`config.mk`:
```
export PLATFORM = sky130hd
export DESIGN_NAME = bus_debug_master
export DESIGN_NICKNAME = d
export VERILOG_FILES = /design/src/rtl/bus_debug_master.sv
export SDC_FILE = /design/constraint.sdc
export NUM_CORES = 1
export LEC_CHECK = 0
export ABC_AREA = 1
export CORE_MARGIN = 4
export CORE_UTILIZATION = 57
export DETAILED_ROUTE_END_ITERATION = 6
export GPL_ROUTABILITY_DRIVEN = 1
export PLACE_DENSITY = 0.77
export SYNTH_ARGS = -nofsm -noshare
export SYNTH_HDL_FRONTEND = slang
export SYNTH_SLANG_ARGS = --single-unit
```
`constraint.sdc`:
```
create_clock -name clk -period 2.1 [get_ports clk]
set_input_delay 0.315 -clock clk [delete_from_list [all_inputs] [get_ports clk]]
set_output_delay 0.315 -clock clk [all_outputs]
set_load 0.05 [all_outputs]
```
`src/rtl/bus_debug_master.sv`:
```
// UART-driven bus initiator: 'W' addr data issues a write strobe, 'R' addr reads back over tx.
// Define DBG_READBACK_EN to build in the 'R' command and the TX serialiser.
module bus_debug_master #(
   parameter int CLKS_PER_BIT = 104,
   parameter int TIMEOUT_BITS = 255
) (
   input  logic       clk,
   input  logic       rst,
   input  logic       rx,
   output logic       tx,
   output logic       halt,
   output logic       write,
   output logic       read,
   output logic [7:0] address,
   output logic [7:0] dout,
   input  logic [7:0] din,
   output logic       err
);

   localparam int CW        = $clog2(CLKS_PER_BIT);
   localparam int TO_CYCLES = TIMEOUT_BITS * CLKS_PER_BIT;
   localparam int TW        = $clog2(TO_CYCLES + 1);
   localparam logic [CW-1:0] BIT_LAST  = CW'(CLKS_PER_BIT - 1);
   localparam logic [CW-1:0] HALF_LAST = CW'(CLKS_PER_BIT / 2 - 1);
   localparam logic [TW-1:0] TO_LAST   = TW'(TO_CYCLES - 1);
   localparam logic [7:0]    CMD_W     = 8'h57;

   // state | meaning: IDLE wait command, W_ADDR/W_DATA/R_ADDR collect bytes, DO_* strobe, CAPTURE latch din, SEND tx frame
   typedef enum logic [2:0] {IDLE, W_ADDR, W_DATA, DO_WRITE, R_ADDR, DO_READ, CAPTURE, SEND} state_t;
   typedef enum logic [1:0] {RX_IDLE, RX_START, RX_DATA, RX_STOP} rx_state_t;

   logic          rst_q, rst_n;
   logic          rx_s1, rx_s2, rx_s3;
   rx_state_t     rx_st;
   logic [CW-1:0] rx_cnt;
   logic [2:0]    rx_idx;
   logic [7:0]    rx_sh;
   logic          rx_vld, rx_ferr;
   state_t        state;
   logic [TW-1:0] to_cnt;
   logic          busy, wait_fail;

   always_ff @(posedge clk or negedge rst) begin
      if (!rst) {rst_n, rst_q} <= 2'b00;
      else      {rst_n, rst_q} <= {rst_q, 1'b1};
   end

   always_ff @(posedge clk or negedge rst_n) begin
      if (!rst_n) begin
         {rx_s3, rx_s2, rx_s1} <= 3'b111;
         rx_st   <= RX_IDLE;
         rx_cnt  <= '0;
         rx_idx  <= '0;
         rx_sh   <= '0;
         rx_vld  <= 1'b0;
         rx_ferr <= 1'b0;
      end else begin
         {rx_s3, rx_s2, rx_s1} <= {rx_s2, rx_s1, rx};
         rx_vld  <= 1'b0;
         rx_ferr <= 1'b0;
         case (rx_st)
            RX_IDLE:
               if (rx_s3 && !rx_s2) begin
                  rx_st  <= RX_START;
                  rx_cnt <= HALF_LAST;
               end
            RX_START:
               if (rx_cnt != '0) rx_cnt <= rx_cnt - 1'b1;
               else if (!rx_s2) begin
                  rx_st  <= RX_DATA;
                  rx_cnt <= BIT_LAST;
                  rx_idx <= '0;
               end else rx_st <= RX_IDLE;
            RX_DATA:
               if (rx_cnt != '0) rx_cnt <= rx_cnt - 1'b1;
               else begin
                  rx_sh  <= {rx_s2, rx_sh[7:1]};
                  rx_cnt <= BIT_LAST;
                  rx_idx <= rx_idx + 3'd1;
                  if (rx_idx == 3'd7) rx_st <= RX_STOP;
               end
            RX_STOP:
               if (rx_cnt != '0) rx_cnt <= rx_cnt - 1'b1;
               else begin
                  rx_st   <= RX_IDLE;
                  rx_vld  <= rx_s2;
                  rx_ferr <= !rx_s2;
               end
            default: rx_st <= RX_IDLE;
         endcase
      end
   end

   assign busy      = state inside {DO_WRITE, DO_READ, CAPTURE, SEND};
   assign wait_fail = rx_ferr || (!rx_vld && to_cnt == '0);

`ifdef DBG_READBACK_EN
   localparam logic [7:0] CMD_R = 8'h52;
   logic [8:0]    tx_sh;
   logic [CW-1:0] tx_cnt;
   logic [3:0]    tx_left;
`else
   logic unused_din;
   assign unused_din = ^din;
   assign read = 1'b0;
   assign tx   = 1'b1;
`endif

   always_ff @(posedge clk or negedge rst_n) begin
      if (!rst_n) begin
         state   <= IDLE;
         halt    <= 1'b0;
         write   <= 1'b0;
         address <= '0;
         dout    <= '0;
         err     <= 1'b0;
         to_cnt  <= '0;
`ifdef DBG_READBACK_EN
         read    <= 1'b0;
         tx      <= 1'b1;
         tx_sh   <= '1;
         tx_cnt  <= '0;
         tx_left <= '0;
`endif
      end else begin
         write <= 1'b0;
`ifdef DBG_READBACK_EN
         read  <= 1'b0;
`endif
         if (busy && (rx_vld || rx_ferr)) err <= 1'b1;
         case (state)
            IDLE:
               if (rx_ferr) err <= 1'b1;
               else if (rx_vld) begin
                  if (rx_sh == CMD_W) begin
                     state  <= W_ADDR;
                     halt   <= 1'b1;
                     err    <= 1'b0;
                     to_cnt <= TO_LAST;
                  end
`ifdef DBG_READBACK_EN
                  else if (rx_sh == CMD_R) begin
                     state  <= R_ADDR;
                     halt   <= 1'b1;
                     err    <= 1'b0;
                     to_cnt <= TO_LAST;
                  end
`endif
                  else err <= 1'b1;
               end
            W_ADDR, W_DATA, R_ADDR:
               if (wait_fail) begin
                  state <= IDLE;
                  halt  <= 1'b0;
                  err   <= 1'b1;
               end else if (!rx_vld) to_cnt <= to_cnt - 1'b1;
               else begin
                  to_cnt <= TO_LAST;
                  if (state == W_DATA) begin
                     dout  <= rx_sh;
                     write <= 1'b1;
                     state <= DO_WRITE;
                  end else begin
                     address <= rx_sh;
                     if (state == W_ADDR) state <= W_DATA;
                     else begin
                        state <= DO_READ;
`ifdef DBG_READBACK_EN
                        read  <= 1'b1;
`endif
                     end
                  end
               end
            DO_WRITE: begin
               halt  <= 1'b0;
               state <= IDLE;
            end
`ifdef DBG_READBACK_EN
            DO_READ: state <= CAPTURE;
            CAPTURE: begin
               tx      <= 1'b0;
               tx_sh   <= {1'b1, din};
               tx_cnt  <= BIT_LAST;
               tx_left <= 4'd9;
               state   <= SEND;
            end
            SEND:
               if (tx_cnt != '0) tx_cnt <= tx_cnt - 1'b1;
               else if (tx_left == '0) begin
                  state <= IDLE;
                  halt  <= 1'b0;
               end else begin
                  tx      <= tx_sh[0];
                  tx_sh   <= {1'b1, tx_sh[8:1]};
                  tx_left <= tx_left - 1'b1;
                  tx_cnt  <= BIT_LAST;
               end
`endif
            default: begin
               state <= IDLE;
               halt  <= 1'b0;
            end
         endcase
      end
   end

endmodule

```
### Word-level counts from Yosys, hierarchy flattened

Cells that the tools add are included.

| word-level totals | value |
|---|---|
| register bits after elaboration | 64 |
| bits of input ports | 11 |
| output and inout port bits | 21 |
| logic and storage cells | 124 |

| operators by class | value |
|---|---|
| add/sub/neg operators | 3 |
| equality and inequality tests | 26 |
| multiplexer cells | 50 |
| bitwise operators | 3 |
| reductions and logical operators | 24 |

Operators with widths:

| cell | count |
|---|---|
| 15-bit 2-to-1 mux | 5 |
| 7-bit 2-to-1 mux | 5 |
| 3-bit 2-to-1 mux | 10 |
| 15-bit one-hot mux with 2 select lines | 1 |
| 7-bit one-hot mux with 4 select lines | 1 |
| 2-bit inequality test, second input constant | 12 |
| 4-bit AND reduction | 5 |
| 1-bit 2-to-1 mux | 17 |
| 3-bit == test, second input constant | 5 |
| 15-bit zero test | 1 |
| 15-bit by 1-bit subtractor with 15-bit output, second input constant | 1 |
| 2-bit 2-to-1 mux | 6 |
| 3-bit one-hot mux with 2 select lines | 2 |
| 5-bit AND reduction | 2 |
| 8-bit by 7-bit == test with 1-bit output, second input constant | 1 |
| 2-bit one-hot mux with 4 select lines | 1 |
| 7-bit nonzero test | 1 |
| 7-bit by 1-bit subtractor with 7-bit output, second input constant | 1 |
| 3-bit by 2-bit == test with 1-bit output, second input constant | 2 |
| 3-bit inequality test, second input constant | 2 |
| 2-bit == test, second input constant | 2 |
| 1-bit one-hot mux with 2 select lines | 2 |
| 2-bit nonzero test | 2 |
| 4-bit nonzero test | 1 |
| other kinds (12) | 18 |

### Longest topological paths before layout

| logic depth | value |
|---|---|
| word-level depth | 7 |
| mapped depth | 11 |
| depth with buffers taken out | 11 |

### Worst setup path after synthesis

Ideal clock, no wire load.

| timing | value |
|---|---|
| path type | flip-flop to flip-flop |
| from | register to_cnt[0] |
| to | register dout[6] |
| setup time | 0.076 ns |
| arrival time | 1.351 ns |
| data required time | 2.024 ns |
| slack | 0.673 ns |
| stages on the path, launching flop included | 12 |
| buffers on the path | 1 |
| period minus slack after synthesis | 1.427 ns |
| cells stage by stage | dfrtp_1 -> inv_1 -> ha_1 -> nand2_1 -> nor2_1 -> nand2_4 -> nand2_4 -> inv_2 -> nand2_4 -> buf_6 -> nand2_1 -> o21ai_1 |

| between the ends | value |
|---|---|
| longest elaborated chain between the ends | 5 |

Ends and longest elaborated chain:

| item | RTL line | text |
|---|---|---|
| from (decl) | 40 | `logic [TW-1:0] to_cnt;` |
| from (signal assigned) | 156 | `end else if (!rx_vld) to_cnt <= to_cnt - 1'b1;` |
| 15-bit zero test | 95 | `assign wait_fail = rx_ferr \|\| (!rx_vld && to_cnt == '0);` |
| 1-bit logical AND | 95 |  |
| 1-bit logical OR | 95 |  |
| 1-bit NOT (no line) | - |  |
| 4-bit AND reduction (no line) | - |  |
| to (signal assigned) | 160 | `dout <= rx_sh;` |
| to (decl) | 15 | `output logic [7:0] dout,` |

No other way between the ends.
A chain may end at the register's enable or synchronous reset.

### Worst setup path in the final report

| timing | value |
|---|---|
| from | register dout[0] |
| to | output port dout[0] |

No word-level cell between the ends.

==> run metrics <==
Final WS setup roughly 0.26 ns; Layout area overhead 14.3%; First DRT Iteration DRCs ~150; GP Congestion roughly 0.9; Critical path buffers and inverters 1; Placement Setup Slack around 0.46 ns; first-pass GRT wire length 12200 microns; fmax between 500 and 600 MHz; Max clock buf depth 2; drt pass-1 iters 4; DRC 0; pins over their slew limit 0; fin nets between 400 and 500; crit-path cells clkdlybuf4s50_1; Post-Place Cells roughly 530; CTS hold repair buffers 0; WL final between 6000 and 7000 microns; worst min-delay path category in2async; Die Y-Extent roughly 86 microns; TNS Setup 0 ns; min Tclk post-route 1.84 ns; Syn Area/Cell just under 8 sq um; vias in the first global route 2777; Clk pin slew, worst setup/hold paths around 0.07 ns; routed length per instance approximately 12 microns; Synth Instances 438; CP top delay family buffers and inverters; CTS buffer count 9; RSZ-0062 raised after global routing false; skew final about 0.013 ns; Relative slew margins approximately two thirds; Hold WS 0.136 ns; ANT nets after route 0; number of port buffers 21; Fin. Hold Viols 0; power per standard cell area ~820 nW/um^2; Setup crit end kind output pin; total power between 3 and 4 mW; Die Area ~7300 sq um; status finished clean; CTS resizes 0; Max VDD drop between 0.0007 and 0.0008 V; CP startpoint kind flip-flop; Synth Register Bits 64; vias per cell ~5.1; # rows 27; total number of yosys warnings 0; Netlist cell types 33; Die Width 85.6 microns; # Post-CTS Setup Buffers 0; share of layout cells above drive strength 1 9.94%; HPWL Detailed 4930 microns; antenna cell count 0; critical path peak fanout 2; Final Non-Filler Cells ~550; Req. time, crit path around 1.8 ns; largest net degree at the start of global routing 26; total congestion overflow 0; Final Core Density between 60 and 70%; GRT Total Usage between 20% and 30%; CTS tree yes; Layout fillers 444; post-synthesis sequential area ratio 46.8%; Final setup viols 0; Finished Cell Area about 4000 sq um; effective utilization at floorplan around three fifths; via count 2806; CTS Root Cell clkbuf_8; cell area after placement approximately 3700 sq um; CP Class reg2out; period utilization between 80 and 90%; clock sink count 64; core area about 5700 sq um; Slowest cell on crit path clkdlybuf4s50_1; Cell Area, Synth 3430 sq um; max_cap viols 0; initial antenna violation count 0; Data arrival, critical path roughly 1.5 ns; Worst-Skew Late Latency 0.34 ns; largest stage delay on the critical path 0.81 ns; H-tree depth 3; Worst-Margin Slew between 0.5 and 0.6 ns; Boundary Pins 32; leakage power between 2 and 2.5 nW
-- path summary, 6_finish.rpt --
check / startpoint / to / slack, ns / depth (start not counted)
min reg2reg: rst_n / address[7] / 0.19 / 0
max reg2reg: rx_st[0] / rx_cnt[2] / 0.42 / 8
min in group clk: rx_s1 / rx_s2 / 0.36 / 0
max: dout[0] / dout[0] / 0.26 / 1
max in group asynchronous: rst_n / rx_s3 / 1.24 / 1
min: rst / rst_q / 0.14 / 1
-- cells in the final DEF (no fill, tap or decap), types with 2 or more instances in the layout --
cell	Yosys	final
xor2_1	4	4
nor3_1	2	2
nor2_4	2	2
inv_1	51	51
conb_1	2	3
nand2_2	4	4
nand4_1	8	8
clkbuf_1	0	3
or2_2	2	2
nand2_1	132	132
xnor2_1	4	4
inv_2	5	5
nand3_1	27	27
nor2_2	3	3
buf_4	2	3
clkbuf_8	0	10
o21ai_2	2	2
nand2_4	6	6
a21oi_1	8	8
dfrtp_1	61	60
bufinv_16	0	2
o21ai_1	5	5
clkdlybuf4s50_1	0	21
dfstp_2	3	3
ha_1	11	11
nor2_1	45	45
nand3b_1	3	3
o21ai_0	35	35
-- Yosys cell counts (all sizes together) --
| cell | count | area, sq um |
|---|---|---|
| xor2 | 4 | 35.0 |
| dfstp | 3 | 78.8 |
| nand2 | 142 | 588 |
| or2 | 2 | 12.5 |
| dfrtp | 61 | 1530 |
| nor2 | 50 | 210 |
| nand4 | 8 | 50.1 |
| a21oi | 8 | 40.0 |
| inv | 57 | 216 |
| o21ai | 42 | 218 |
| conb | 2 | 7.51 |
| buf | 6 | 53.8 |
| ha | 11 | 138 |
| xnor2 | 4 | 35.0 |
| a21boi | 1 | 7.51 |
| a22oi | 1 | 7.51 |
| nand3b | 3 | 22.5 |
| o2111ai | 1 | 8.76 |
| nor3 | 3 | 26.3 |
| clkinv | 1 | 3.75 |
| nand3 | 28 | 145 |
-- logic make-up after synthesis --
family	share of synthesized area, %
DFF	46.8
adders and majority gates	4.01
and+or+nand+nor	30.7
AOI/OAI and AO/OA	8.21
buffers and inverters	7.99
xor gates and xnor gates	2.04
other	0.219
-- final cells by class --
class | instances | area (sq um) | share of cell area, %
clock buffer | 13 | 149 | 3.80
clock inverter | 3 | 67.6 | 1.72
inverter | 58 | 220 | 5.62
multi-input combinational | 311 | 1560 | 39.7
sequential | 64 | 1610 | 41.0
tap | 72 | 90.1 | 2.30
timing repair buffer | 24 | 233 | 5.93
-- routing by layer --
layer  vias up  track usage (%)  routed length [microns]
met4         0             10.1                      160
met2        54             33.3                     3150
met3        17             4.51                      245
met1      1298             26.8                     3180
met5         -                0                        0
li1       1437                -                        -
-- sequential cells by signal, summed over array words and instances, names as in the netlist, 3 cells and up, named ones only --
| name | cells |
|---|---|
| rx_sh | 8 |
| to_cnt | 15 |
| rx_idx | 3 |
| address | 8 |
| dout | 8 |
| rx_cnt | 7 |
| state | 3 |
-- power breakdown --
group          internal (mW)  leakage [nW]  switching (mW)
Combinational          0.232          1.04           0.438
Sequential              1.32         0.862          0.0815
Clock                  0.703         0.104           0.457
Total                   2.25          2.01           0.976
(Power assumes the default switching activity.)
